**src/rtl/event_stream_decoder_pkg.sv**
```systemverilog
// Shared types and constants for the EVT2.0 word decoder feeding InputQueue.
package event_stream_decoder_pkg;

  localparam int unsigned SENSOR_WIDTH_DEFAULT  = 640;
  localparam int unsigned SENSOR_HEIGHT_DEFAULT = 480;
  localparam int unsigned TIME_HIGH_BITS        = 28;
  localparam int unsigned TS_LO_BITS            = 6;
  localparam int unsigned COORD_BITS            = 11;
  localparam int unsigned T_BITS                = 32;

  typedef struct packed {
    logic [COORD_BITS-1:0] x;
    logic [COORD_BITS-1:0] y;
    logic                  p;
    logic [T_BITS-1:0]     t;
  } event_t;

  typedef enum logic [3:0] {
    CD_OFF    = 4'h0,
    CD_ON     = 4'h1,
    TIME_HIGH = 4'h8
  } evt_type_e;

  typedef enum logic {
    UNSYNC = 1'b0,
    SYNC   = 1'b1
  } state_e;

  // Full timestamp is {time_high, ts_lo}; only the low T_BITS are kept.
  function automatic event_t make_event(input logic [31:0] word,
                                        input logic [TIME_HIGH_BITS-1:0] time_high);
    event_t e;
    logic [TIME_HIGH_BITS+TS_LO_BITS-1:0] full_t;
    full_t = {time_high, word[27:22]};
    e.x = word[21:11];
    e.y = word[10:0];
    e.p = word[28];
    e.t = full_t[T_BITS-1:0];
    return e;
  endfunction

endpackage

```
**src/rtl/event_stream_decoder_sat_counter.sv**
```systemverilog
// Saturating up-counter with synchronous clear; sticks at all-ones.
module sat_counter #(
  parameter int unsigned WIDTH = 16
) (
  input  logic             clk,
  input  logic             clr,
  input  logic             inc,
  output logic [WIDTH-1:0] count
);

  always_ff @(posedge clk) begin
    if (clr) begin
      count <= '0;
    end else if (inc && (count != '1)) begin
      count <= count + WIDTH'(1);
    end
  end

endmodule

```
**src/rtl/event_stream_decoder.sv**
```systemverilog
// Decodes raw EVT2.0 words into event_t records with full timestamps and
// drives the InputQueue push interface; malformed words are dropped and counted.
module event_stream_decoder
  import event_stream_decoder_pkg::*;
#(
  parameter int unsigned SENSOR_WIDTH  = SENSOR_WIDTH_DEFAULT,
  parameter int unsigned SENSOR_HEIGHT = SENSOR_HEIGHT_DEFAULT,
  parameter int unsigned CNT_BITS      = 16
) (
  input  logic                clk,
  input  logic                rst_n,
  input  logic [31:0]         word_in,
  input  logic                word_valid,
  output logic                word_ready,
  input  logic                stall,
  output event_t              out_event,
  output logic                push,
  output logic                synced,
  output logic [CNT_BITS-1:0] event_count,
  output logic [CNT_BITS-1:0] drop_count,
  output logic [CNT_BITS-1:0] ts_err_count
);

  localparam logic [COORD_BITS-1:0] X_LIM = COORD_BITS'(SENSOR_WIDTH);
  localparam logic [COORD_BITS-1:0] Y_LIM = COORD_BITS'(SENSOR_HEIGHT);

  state_e                    state, state_next;
  evt_type_e                 wtype;
  logic [TIME_HIGH_BITS-1:0] time_high;
  logic                      xfer;
  logic                      in_range;
  logic                      accept_evt;
  logic                      drop_word;
  logic                      ts_err;
  logic                      th_load;
  logic                      clr;

  assign word_ready = rst_n && !(push && stall);
  assign xfer       = word_valid && word_ready;
  assign wtype      = evt_type_e'(word_in[31:28]);
  assign in_range   = (word_in[21:11] < X_LIM) && (word_in[10:0] < Y_LIM);
  assign clr        = !rst_n;

  always_ff @(posedge clk) begin
    if (!rst_n) begin
      state <= UNSYNC;
    end else begin
      state <= state_next;
    end
  end

  always_comb begin
    state_next = state;
    if (xfer && (wtype == TIME_HIGH)) begin
      state_next = SYNC;
    end
  end

  always_comb begin
    synced     = (state == SYNC);
    accept_evt = 1'b0;
    drop_word  = 1'b0;
    ts_err     = 1'b0;
    th_load    = 1'b0;
    if (xfer) begin
      case (wtype)
        CD_OFF, CD_ON: begin
          if ((state == SYNC) && in_range) begin
            accept_evt = 1'b1;
          end else begin
            drop_word = 1'b1;
          end
        end
        TIME_HIGH: begin
          th_load = 1'b1;
          // A decrease is flagged but still loaded: the sensor counter wrapped.
          ts_err  = (state == SYNC) && (word_in[27:0] < time_high);
        end
        default: drop_word = 1'b1;
      endcase
    end
  end

  always_ff @(posedge clk) begin
    if (!rst_n) begin
      time_high <= '0;
    end else if (th_load) begin
      time_high <= word_in[27:0];
    end
  end

  // Held while stalled with a pending push; otherwise push is a one-cycle pulse.
  always_ff @(posedge clk) begin
    if (!rst_n) begin
      push      <= 1'b0;
      out_event <= '0;
    end else if (!(push && stall)) begin
      push <= accept_evt;
      if (accept_evt) begin
        out_event <= make_event(word_in, time_high);
      end
    end
  end

  sat_counter #(.WIDTH(CNT_BITS)) u_event_cnt (
    .clk   (clk),
    .clr   (clr),
    .inc   (accept_evt),
    .count (event_count)
  );

  sat_counter #(.WIDTH(CNT_BITS)) u_drop_cnt (
    .clk   (clk),
    .clr   (clr),
    .inc   (drop_word),
    .count (drop_count)
  );

  sat_counter #(.WIDTH(CNT_BITS)) u_ts_err_cnt (
    .clk   (clk),
    .clr   (clr),
    .inc   (ts_err),
    .count (ts_err_count)
  );

endmodule

```
**config.mk**
```make
export PLATFORM = sky130hd
export DESIGN_NAME = event_stream_decoder
export DESIGN_NICKNAME = d
export VERILOG_FILES = /design/src/rtl/event_stream_decoder_pkg.sv /design/src/rtl/event_stream_decoder_sat_counter.sv /design/src/rtl/event_stream_decoder.sv
export SDC_FILE = /design/constraint.sdc
export NUM_CORES = 1
export LEC_CHECK = 0
export CAP_MARGIN = 25
export CORE_ASPECT_RATIO = 1.5
export CORE_MARGIN = 3
export CORE_UTILIZATION = 50
export DETAILED_ROUTE_END_ITERATION = 10
export GPL_ROUTABILITY_DRIVEN = 0
export PLACE_DENSITY = 0.89
export SYNTH_ARGS = -nofsm -noshare
export SYNTH_HDL_FRONTEND = slang
export SYNTH_SLANG_ARGS = --single-unit
```
**constraint.sdc**
```tcl
create_clock -name clk -period 5.4 [get_ports clk]
set_input_delay 1.08 -clock clk [delete_from_list [all_inputs] [get_ports clk]]
set_output_delay 1.08 -clock clk [all_outputs]
set_load 0.02 [all_outputs]
```
==> summary by stage, run 1 <==
Setup path
Data arrives at the worst endpoint at 2.73 ns. The kind of capture point of the worst setup path is an output pin. The worst setup path is launched from a primary input. The maximum fanout along the worst path is 4. The kind of critical path is primary input to output pin.

The data required time at the worst endpoint is 4.32 ns.

Route
The first-pass iteration count of the detailed router is 4. The final route contains 5643 vias. The initial DRC count is 316.

The detail-routed net length per standard cell is 14.9 µm. The number of design rule violations left after detail routing is 0. The number of vias per cell after detailed routing is 5.48.

The overall routed net length is 15400 µm. The number of nets with antenna violations after routing is 0.

Placement
The total half-perimeter wirelength after legalization and detailed placement is 10500 µm. The number of buffer cells added on primary ports is 141.

CTS
The maximum level of the CTS H-tree is 4. The number of clock sinks seen by CTS is 133. Once the clock tree was built, the setup fixing pass inserted 0 buffers. For this design, the CTS-stage hold fixing added 0 buffers.

The clock-pin slew reported for the worst setup and hold paths after clock tree synthesis is 0.05 ns. The clock latency of the later-clocked register in the worst-skew pair is 0.41 ns. The number of buffers created by CTS is 17. In this run the clock root is driven by a sky130_fd_sc_hd__clkbuf_16.

The number of gates resized after cts is 0. In this run the deepest clock path goes through 2 buffers. The TritonCTS clock tree is yes.

Min path
The path type of the worst min-delay path is flop to flop.

Power
Across the VDD grid, the largest voltage drop is 0.000205 V. Summing internal, switching and leakage power gives 2.37 mW. The leakage power figure is 2.75 nW. Dividing total power by cell area gives a power density of 291 nW/µm².

STA
The relative max-transition margin is 0.419. The final critical-path share of the clock period is 0.705. The setup violation total in the final timing report is 0.

Setup repair after global routing left no endpoint under its margin. Clock skew on the completed layout was measured at 0.00792 ns. For the final routed database, the setup TNS stands at 0 ns.

The measured slew at the worst slew-check pin is 0.872 ns. The fmax is 263 MHz. The total count of max-transition violations in the final report is 0. The final critical delay including setup and external delays is 3.81 ns. The number of failing hold endpoints at the final stage is 0.

Layout
The final-layout fill cell count is 868. Of the cells placed in the final design, the portion with a size suffix greater than 1 is 0.0500. The synthesis-to-finish area growth is 37.4%.

The net count of the finished layout is 934. 0 antenna diodes ended up in the layout.

Synth
The share of the yosys chip area belonging to registers is 0.450. The number of cells produced by synthesis is 739. When the netlist entered floorplanning its net count stood at 805. The proportion of synthesized flip-flops having asynchronous set or reset is 0. The unique cell type count in the Yosys netlist is 37. The register bit count reported by yosys is 133. For this run, the number of Yosys warnings is 0. The post-synthesis instance area is 5920 µm². The average size of a mapped cell is 8.01 µm². The most instantiated flip-flop cell in the synthesis netlist is sky130_fd_sc_hd__dfxtp_1. The count of flip-flops with a built-in enable after synthesis is 0.

GRT
The first-pass GRT wire length is 25600 µm. The total overflow left after global routing is 0. For this run, the total global-route usage over all layers was measured as 0.241. The initial antenna violation count is 0.

The number of global-route vias before repair is 5351. The largest net degree at the start of global routing is 86.

Job
The reported max-cap violation count is 0.

Die
The initial utilization of the core area, before any placement, comes to 0.513. The number of placed I/O pins is 142. The die is 139 µm tall. The number of placement rows is 48. The area inside the core boundary is 11500 µm². The horizontal die dimension is 94.9 µm. The die footprint is 13200 µm².

Run status
The flow ran to the end, and the final reports show no timing, DRC or antenna violations.
## power breakdown
group	internal (mW)	switching (mW)
sequential	0.984	0.00244
combinational	0.0440	0.0556
clock	0.855	0.424
total	1.88	0.482
## cells in the mapped netlist, types with 6 or more instances
master                     number  area, µm²
sky130_fd_sc_hd__and3_1        13       81.3
sky130_fd_sc_hd__nor2_1        36        135
sky130_fd_sc_hd__nand4_1       17        106
sky130_fd_sc_hd__xnor2_1       19        166
sky130_fd_sc_hd__nand3_1       22        110
sky130_fd_sc_hd__mux2i_1        9       90.1
sky130_fd_sc_hd__or4_1         11       82.6
sky130_fd_sc_hd__and4_1         8       70.1
sky130_fd_sc_hd__nor4_1        14       87.6
sky130_fd_sc_hd__a21oi_1      105        526
sky130_fd_sc_hd__nor3_1         6       30.0
sky130_fd_sc_hd__clkbuf_1      36        135
sky130_fd_sc_hd__dfxtp_1      133       2660
sky130_fd_sc_hd__nand2_1      196        736
sky130_fd_sc_hd__xor2_1         7       61.3
sky130_fd_sc_hd__ha_1          30        375
sky130_fd_sc_hd__inv_1         32        120
sky130_fd_sc_hd__o31ai_1       12       90.1
## cell usage in the layout, fill, tap and decap left out, types with 12 or more instances in the layout
cell / n
sky130_fd_sc_hd__o31ai_1: 12
sky130_fd_sc_hd__nor4_1: 14
sky130_fd_sc_hd__a21oi_1: 105
sky130_fd_sc_hd__inv_1: 31
sky130_fd_sc_hd__xnor2_1: 19
sky130_fd_sc_hd__nand2_1: 195
sky130_fd_sc_hd__nand4_1: 17
sky130_fd_sc_hd__dfxtp_1: 133
sky130_fd_sc_hd__nor2_1: 35
sky130_fd_sc_hd__clkbuf_16: 17
sky130_fd_sc_hd__ha_1: 30
sky130_fd_sc_hd__nand3_1: 22
sky130_fd_sc_hd__clkdlybuf4s50_1: 141
sky130_fd_sc_hd__and3_1: 13
## path summary, 6_finish.rpt
check / from / endpoint / slack, ns / depth (start not counted)
worst max register to register: time_high[23] / u_ts_err_cnt.count[6] / 2.82 / 8
worst min register to register: out_event[46] / out_event[46] / 0.45 / 2
worst max-delay path: rst_n / word_ready / 1.59 / 3
worst min-delay path: out_event[46] / out_event[46] / 0.45 / 2
## critical path, stage by stage
cell and delay (ns):
sky130_fd_sc_hd__clkdlybuf4s50_1 0.62, sky130_fd_sc_hd__a21boi_0 0.35, sky130_fd_sc_hd__clkdlybuf4s50_1 0.68
## cells by family after synthesis
| kind of cell | Yosys count | share of synthesized area |
|---|---|---|
| flip-flops | 133 | 0.450 |
| adder cells (fa/ha/maj) | 30 | 0.0634 |
| multiplexers | 9 | 0.0152 |
| buffers and inverters | 70 | 0.0446 |
| AND/OR/NAND/NOR | 337 | 0.264 |
| XOR/XNOR | 26 | 0.0385 |
| AO/OA/AOI/OAI | 134 | 0.125 |
## metrics by stage
step           area [µm²]  setup WS [ns]  hold WS [ns]  std cells  utilization
2_1_floorplan        5920           2.29         0.436        739            -
3_3_place_gp         7420           1.62         0.441        996        0.643
3_5_place_dp         7470           1.58         0.445        999        0.648
4_1_cts              8140           1.58         0.455       1030        0.706
5_1_grt              8140           1.49         0.475       1030        0.706
6_report             8140           1.59         0.451       1030        0.706
## state kept, by name, summed over array words and instances (netlist names)
register	cells
out_event	55
push	1
synced	1
time_high	28
u_drop_cnt.count	16
u_event_cnt.count	16
u_ts_err_cnt.count	16
## final cells by class
type | instances | area (µm²) | area share
multi-input cells | 536 | 3000 | 0.369
repair buffers | 148 | 1500 | 0.184
inverters | 32 | 123 | 0.0151
well taps | 150 | 188 | 0.0231
flip-flops and latches | 133 | 2660 | 0.327
clock buffers | 20 | 467 | 0.0573
clock inverters | 11 | 198 | 0.0243
## routing by layer
| layer | routed length, µm | share of wire | GRT usage |
|---|---|---|---|
| met1 | 6200 | 0.40 | 0.283 |
| met4 | 401 | 0.026 | 0.103 |
| met3 | 928 | 0.060 | 0.0665 |
| met5 | 0 | 0 | 0 |
| met2 | 7830 | 0.51 | 0.406 |
No activity file was read; power rests on OpenSTA's default activity.
==> run 2, diff against run 1 <==
==> constraint.sdc (replaced) <==
create_clock -name clk -period 4 [get_ports clk]
set_input_delay 0.8 -clock clk [delete_from_list [all_inputs] [get_ports clk]]
set_output_delay 0.8 -clock clk [all_outputs]
set_load 0.02 [all_outputs]
==> summary by stage, run 2 (synthesis results as in run 1) <==
Layout
The number of flip-flops in the largest register is 55. The most frequent standard cell in the layout excluding fill and tap cells is sky130_fd_sc_hd__nand2_1. The ratio of cells with drive above 1 in the final layout is 0.0532. Measured on the finished design, the core utilization comes to 0.699. The final design area excluding fillers is 8060 µm². The filler cells instantiated in the layout total 918. In the final layout, the registers with the most flip-flops are out_event (55), time_high (28).

At the end of the flow, the number of nets in the layout was 937. The register with the highest flop count is out_event. The area growth from synthesis to layout is 36.1%. The top cell types in the final layout, fill and taps aside, are 195 x sky130_fd_sc_hd__nand2_1, 141 x sky130_fd_sc_hd__clkdlybuf4s50_1, 133 x sky130_fd_sc_hd__dfxtp_1. The repair_antennas step left the layout with diodes totalling 0.

Route
Using the TritonRoute via totals, the vias-per-cell ratio works out to 5.54. After the first detailed-routing iteration, the DRC count stood at 250. In the final routing, the length of wire on met1 measures 6320 µm. The overall routed net length is 15800 µm. After detailed routing, the average wire length per cell comes to 15.3 µm. The first-pass iteration count of the detailed router is 5.

Detailed routing placed a total of 986 µm of wire on met3. The top layer reached by signal wires is met4. The number of design rule violations left after detail routing is 0.

The met2 wire length is 7910 µm. The routed layout has 5726 vias. The number of nets with antenna violations after routing is 0.

GRT
The total global routing overflow is 0. The first-pass GRT wire length is 26100 µm. The initial antenna violation count is 0. In the global route stage, overall resource usage came out at 0.245.

The largest net degree at the start of global routing is 89. The number of global-route vias before repair is 5492.

CTS
For the worst-skew pair, the clock arrives at the later sink with an insertion delay of 0.41 ns. Buffers inserted to repair hold after CTS numbered 0. Clock-pin slew was measured on the worst setup and hold paths at 0.06 ns.

The maximum level of the CTS H-tree is 4. The number of gates resized after CTS was 0. In this run the clock root is driven by a sky130_fd_sc_hd__clkbuf_16. TritonCTS built the clock tree. Once the clock tree was built, the setup fixing pass inserted 0 buffers. The number of clock sinks seen by CTS is 133.

The number of buffers created by CTS is 17. The longest clock path from root to sink contains 2 buffers.

Placement
Input and output buffers added on the ports amount to 141. The total half-perimeter wirelength after legalization and detailed placement is 10500 µm. OpenSTA, run right after detailed placement, puts the worst setup slack at 0.482 ns. After detailed placement, the total cell area comes to 7460 µm².

Setup path
The longest individual stage delay on the worst path is 0.60 ns. For the worst setup path, the data required time is 4.34 ns. Counting both buffers and inverters, the worst setup path holds a total of 1. Along the worst path, the maximum fanout reaches 26.

The worst setup path is launched from a primary input. The kind of capture point of the worst setup path is a flop. The kind of cell with the highest combined delay on the critical path is simple AND/OR/NAND/NOR gates. The kind of critical path is primary input to flop.

Data on the critical path arrives at its endpoint at 3.46 ns. The critical path goes through clkdlybuf4s50_1, or4b_4, nor4b_4, nand3b_1, a211o_1, or4_1, a21oi_1. Across all register-to-register paths, the minimum setup slack is 1.38 ns. The cell at the slowest stage of the critical path is sky130_fd_sc_hd__or4_1.

STA
The measured slew at the worst slew-check pin is 0.901 ns. The total count of max-transition violations in the final report is 0. The sum of negative setup slack is 0 ns. The worst path needs 3.12 ns of the cycle, external delays included. The worst pin sits at a relative slew slack of 0.399. The number of failing hold endpoints at the final stage is 0.

For this run, the top clock speed supported by timing is 320 MHz. The final critical-path share of the clock period is 0.781. Setup repair after global routing left no endpoint under its margin.

The post-route worst setup slack is 0.876 ns. Setup violations remaining at the end of the flow were counted as 0. For the final database, setup skew stands at 0.00720 ns.

Min path
The path type of the worst min-delay path is flop to flop.

Power
The peak ir drop on the vdd network is 0.000345 V. The design draws 3.04 mW. For this design the ratio of total power to cell area is 377 nW/µm². The analysis attributes to cell leakage a power of 2.73 nW.

Die
The horizontal die dimension is 94.9 µm. The core region is 11500 µm². The initial cell density of the core is 0.513.

The height of the die is 139 µm. The die covers 13200 µm². The number of placement rows is 48. The number of placed I/O pins is 142.

Run status
The flow ran to the end, and the final reports show no timing, DRC or antenna violations.

Job
The reported max-cap violation count is 0.
==> run 2: cell types whose count changed in the layout (fill, tap and decap cells not counted) <==
cell / before / now
sky130_fd_sc_hd__buf_12: 1 / 0
sky130_fd_sc_hd__bufinv_16: 5 / 3
sky130_fd_sc_hd__buf_4: 5 / 10
sky130_fd_sc_hd__clkbuf_8: 3 / 1
sky130_fd_sc_hd__clkinv_2: 0 / 4
sky130_fd_sc_hd__buf_16: 1 / 0
==> run 2: per-stage QoR <==
stage | instances | hold WS, ns
floorplan | 739 | 0.436
global placement | 1002 | 0.441
detailed placement | 1002 | 0.446
CTS | 1033 | 0.454
global route | 1033 | 0.471
finish | 1033 | 0.452
==> run 2: area by class of cell <==
cell class | count | area [µm²] | area share
Clock inverter | 13 | 158 | 0.0196
Tap cell | 150 | 188 | 0.0233
Sequential cell | 133 | 2660 | 0.330
Timing Repair Buffer | 151 | 1490 | 0.184
Multi-Input combinational cell | 536 | 3000 | 0.373
Inverter | 32 | 123 | 0.0152
Clock buffer | 18 | 439 | 0.0545
==> run 2: report_power, final <==
| group | switching, mW | internal (mW) |
|---|---|---|
| combinational | 0.0765 | 0.0607 |
| clock | 0.579 | 0.990 |
| sequential | 0.00331 | 1.33 |
==> run 2: path summary, 6_finish.rpt <==
check,from,endpoint,cells past startpoint
worst min-delay path,out_event[27],out_event[27],2
worst min register to register,out_event[27],out_event[27],2
worst max-delay path,word_in[29],u_ts_err_cnt.count[5],7
worst max register to register,time_high[23],u_ts_err_cnt.count[15],8
==> run 2: worst min-delay path: stages (launching register included) <==
cell and delay [ns]:
sky130_fd_sc_hd__dfxtp_1 0.31, sky130_fd_sc_hd__nand2_1 0.05, sky130_fd_sc_hd__a21oi_1 0.05
==> run 2: routing by layer <==
metal | GRT usage | vias up
li1 | - | 2804
met1 | 0.288 | 2692
met2 | 0.414 | 192
met3 | 0.0568 | 38
met4 | 0.119 | 0
met5 | 0 | -
==> run 3, diff against run 2 <==
==> constraint.sdc (replaced) <==
create_clock -name clk -period 3.15 [get_ports clk]
set_input_delay 0.63 -clock clk [delete_from_list [all_inputs] [get_ports clk]]
set_output_delay 0.63 -clock clk [all_outputs]
set_load 0.02 [all_outputs]
==> summary by stage, run 3 (synthesis results as in run 1) <==
STA
Setup violations remaining at the end of the flow were counted as 0. Setup repair after global routing left no endpoint under its margin. The fmax is 343 MHz. The measured slew at the worst slew-check pin is 0.890 ns. Between clock sinks in the finished design, the worst skew comes to 0.00937 ns.

The total count of max-transition violations in the final report came to 0. The worst pin sits at a relative slew slack of 0.406. The number of failing hold endpoints at the final stage came to 0.

The final critical-path share of the clock period is 0.927. The final critical delay including setup and external delays is 2.92 ns. In the final timing run, aggregate negative setup slack is 0 ns.

Power
Internal power comes to 2.93 mW. The total power is 3.74 mW. Dividing total power by cell area gives a power density of 459 nW/µm².

The share of power burned in the clock network is 0.500. The peak ir drop on the vdd network is 0.000367 V. The leakage power figure is 2.78 nW. The switching power as a share of total power is 0.216. The analysis attributes to net switching a power of 0.808 mW. The power share of the sequential group is 0.452.

The share of total power dissipated in combinational logic is 0.048.

Setup path
The largest single stage delay on the critical path is 0.52 ns. The cell at the slowest stage of the critical path is sky130_fd_sc_hd__clkdlybuf4s50_1. The arrival time of data at the critical path endpoint is 3.24 ns. The data required time at the worst endpoint is 3.47 ns. The signal on the critical path passes through clkdlybuf4s50_1, ha_1, a21oi_1, nor2_1, o31ai_1, o211ai_1, buf_12, or4_1, a21oi_1.

The critical path is of the primary input to flop type. The maximum fanout along the worst path is 20. Counting stages on the worst path, the most repeated cell is sky130_fd_sc_hd__a21oi_1. The kind of capture point of the worst setup path is a flop. The startpoint class of the critical path is a primary input. The setup slack on the worst flop-to-flop path is 0.58 ns.

Layout
The register with the most flip-flops in the layout has 55 of them. Summing all multi-input logic gate instances after layout gives 3000 µm². The register with the highest flop count is out_event.

Of the cells placed in the final design, the portion with a size suffix greater than 1 is 0.0595. The number of nets in the final layout is 945. Summing all flip-flop and latch instances after layout gives 2660 µm².

In the layout the commonest cells are 195 x sky130_fd_sc_hd__nand2_1, 141 x sky130_fd_sc_hd__clkdlybuf4s50_1, 133 x sky130_fd_sc_hd__dfxtp_1. The synthesis-to-finish area growth is 37.4%. The number of antenna repair diodes is 0.

The most frequent standard cell in the layout excluding fill and tap cells is sky130_fd_sc_hd__nand2_1. In the final layout, the registers with the most flip-flops are out_event (55), time_high (28). The filler cells instantiated in the layout total 892.

Route
The detail-routed net length per standard cell is 15.2 µm. The number of design rule violations left after detail routing is 0. Once detail routing completed, the nets flagged for antenna violations numbered 0.

Summed over all layers, the routed wires come to 15800 µm. The detailed router finished its first iteration with 286 violations. Using the TritonRoute via totals, the vias-per-cell ratio works out to 5.49. Detailed routing inserted a total of 5712 vias.

The first-pass iteration count of the detailed router is 4.

Die
The number of placement rows is 48. The horizontal die dimension is 94.9 µm. The height of the die is 139 µm. The initial cell density of the core is 0.513. Pin placement for this block handled 142 I/O pins. The total area inside the core boundary comes to 11500 µm². The die covers 13200 µm².

GRT
After global routing the overflow that remains totals 0. The combined global-route utilization of all metal layers is 0.242. The number of global-route vias before repair came to 5542. The initial antenna violation count came to 0. Entering global routing, the biggest net connects 88 pins. The first global-routing pass estimated 25900 µm of wire.

Placement
The number of buffer cells added on primary ports is 141. The total half-perimeter wirelength after legalization and detailed placement is 10500 µm.

Run status
The run finished with clean final reports.

Min path
The path type of the worst min-delay path is flop to flop.

CTS
In this run the deepest clock path goes through 2 buffers. The post-CTS setup-driven buffer insertion count is 0. The maximum level of the CTS H-tree is 4. For this design, the sink count on the clock tree is 133. The number of gates resized after cts is 0. The tree is rooted in a sky130_fd_sc_hd__clkbuf_16. The number of buffers created by CTS is 17. Clock latency on the worst-skew pair, taken at its later pin, is 0.41 ns.

The clock-pin slew reported for the worst setup and hold paths after clock tree synthesis is 0.06 ns. The hold buffer count at cts is 0. The TritonCTS clock tree is yes.

Job
The reported max-cap violation count is 0.
-- run 3: path summary, 6_finish.rpt --
check,start,depth (start not counted),endpoint
hold reg to reg,out_event[34],2,out_event[34]
hold / removal,out_event[34],2,out_event[34]
setup / recovery,word_in[7],9,u_ts_err_cnt.count[6]
setup reg to reg,time_high[10],9,u_ts_err_cnt.count[6]
-- run 3: stage by stage --
stage                     cell area [µm²]  worst slack (ns)  utilization  hold slack [ns]  std cells
after floorplan                      5920             0.491            -            0.436        739
after global placement               7570            0.0251        0.657            0.441       1010
after detailed placement             7570            -0.107        0.657            0.445       1010
after CTS                            8140             0.237        0.706            0.453       1041
after global routing                 8140             0.121        0.706            0.468       1041
final                                8140             0.231        0.706            0.451       1041
-- run 3: area by class of cell --
class,instances,area share
clock inverters,8,0.00923
repair buffers,159,0.196
clock buffers,23,0.0600
well taps,150,0.0231
inverters,32,0.0151
flip-flops and latches,133,0.327
multi-input cells,536,0.369
-- run 3: power groups by stage --
| stage | combinational (mW) | sequential [mW] | clock (mW) |
|---|---|---|---|
| finish | 0.179 | 1.69 | 1.87 |
| global route | 0.196 | 1.69 | 1.97 |
| CTS | 0.179 | 1.69 | 1.90 |
| detailed placement | 0.174 | 1.73 | 0 |
| global placement | 0.171 | 1.73 | 0 |
| floorplan | 0.0773 | 1.73 | 0 |
-- run 3: per-layer routing --
metal | track usage | part of all wire | vias up | wire (µm)
met1 | 0.279 | 0.39 | 2701 | 6200
met5 | 0 | 0 | - | 0
met4 | 0.100 | 0.021 | 0 | 327
met3 | 0.0492 | 0.069 | 29 | 1090
met2 | 0.425 | 0.52 | 177 | 8160
li1 | - | - | 2805 | -
-- run 3: worst max-delay path: cells and delay by family --
kind | cells | cell delay [ns]
adders and majority gates | 1 | 0.38
and+or+nand+nor | 2 | 0.53
AOI/OAI and AO/OA | 4 | 0.97
buffers and inverters | 2 | 0.73
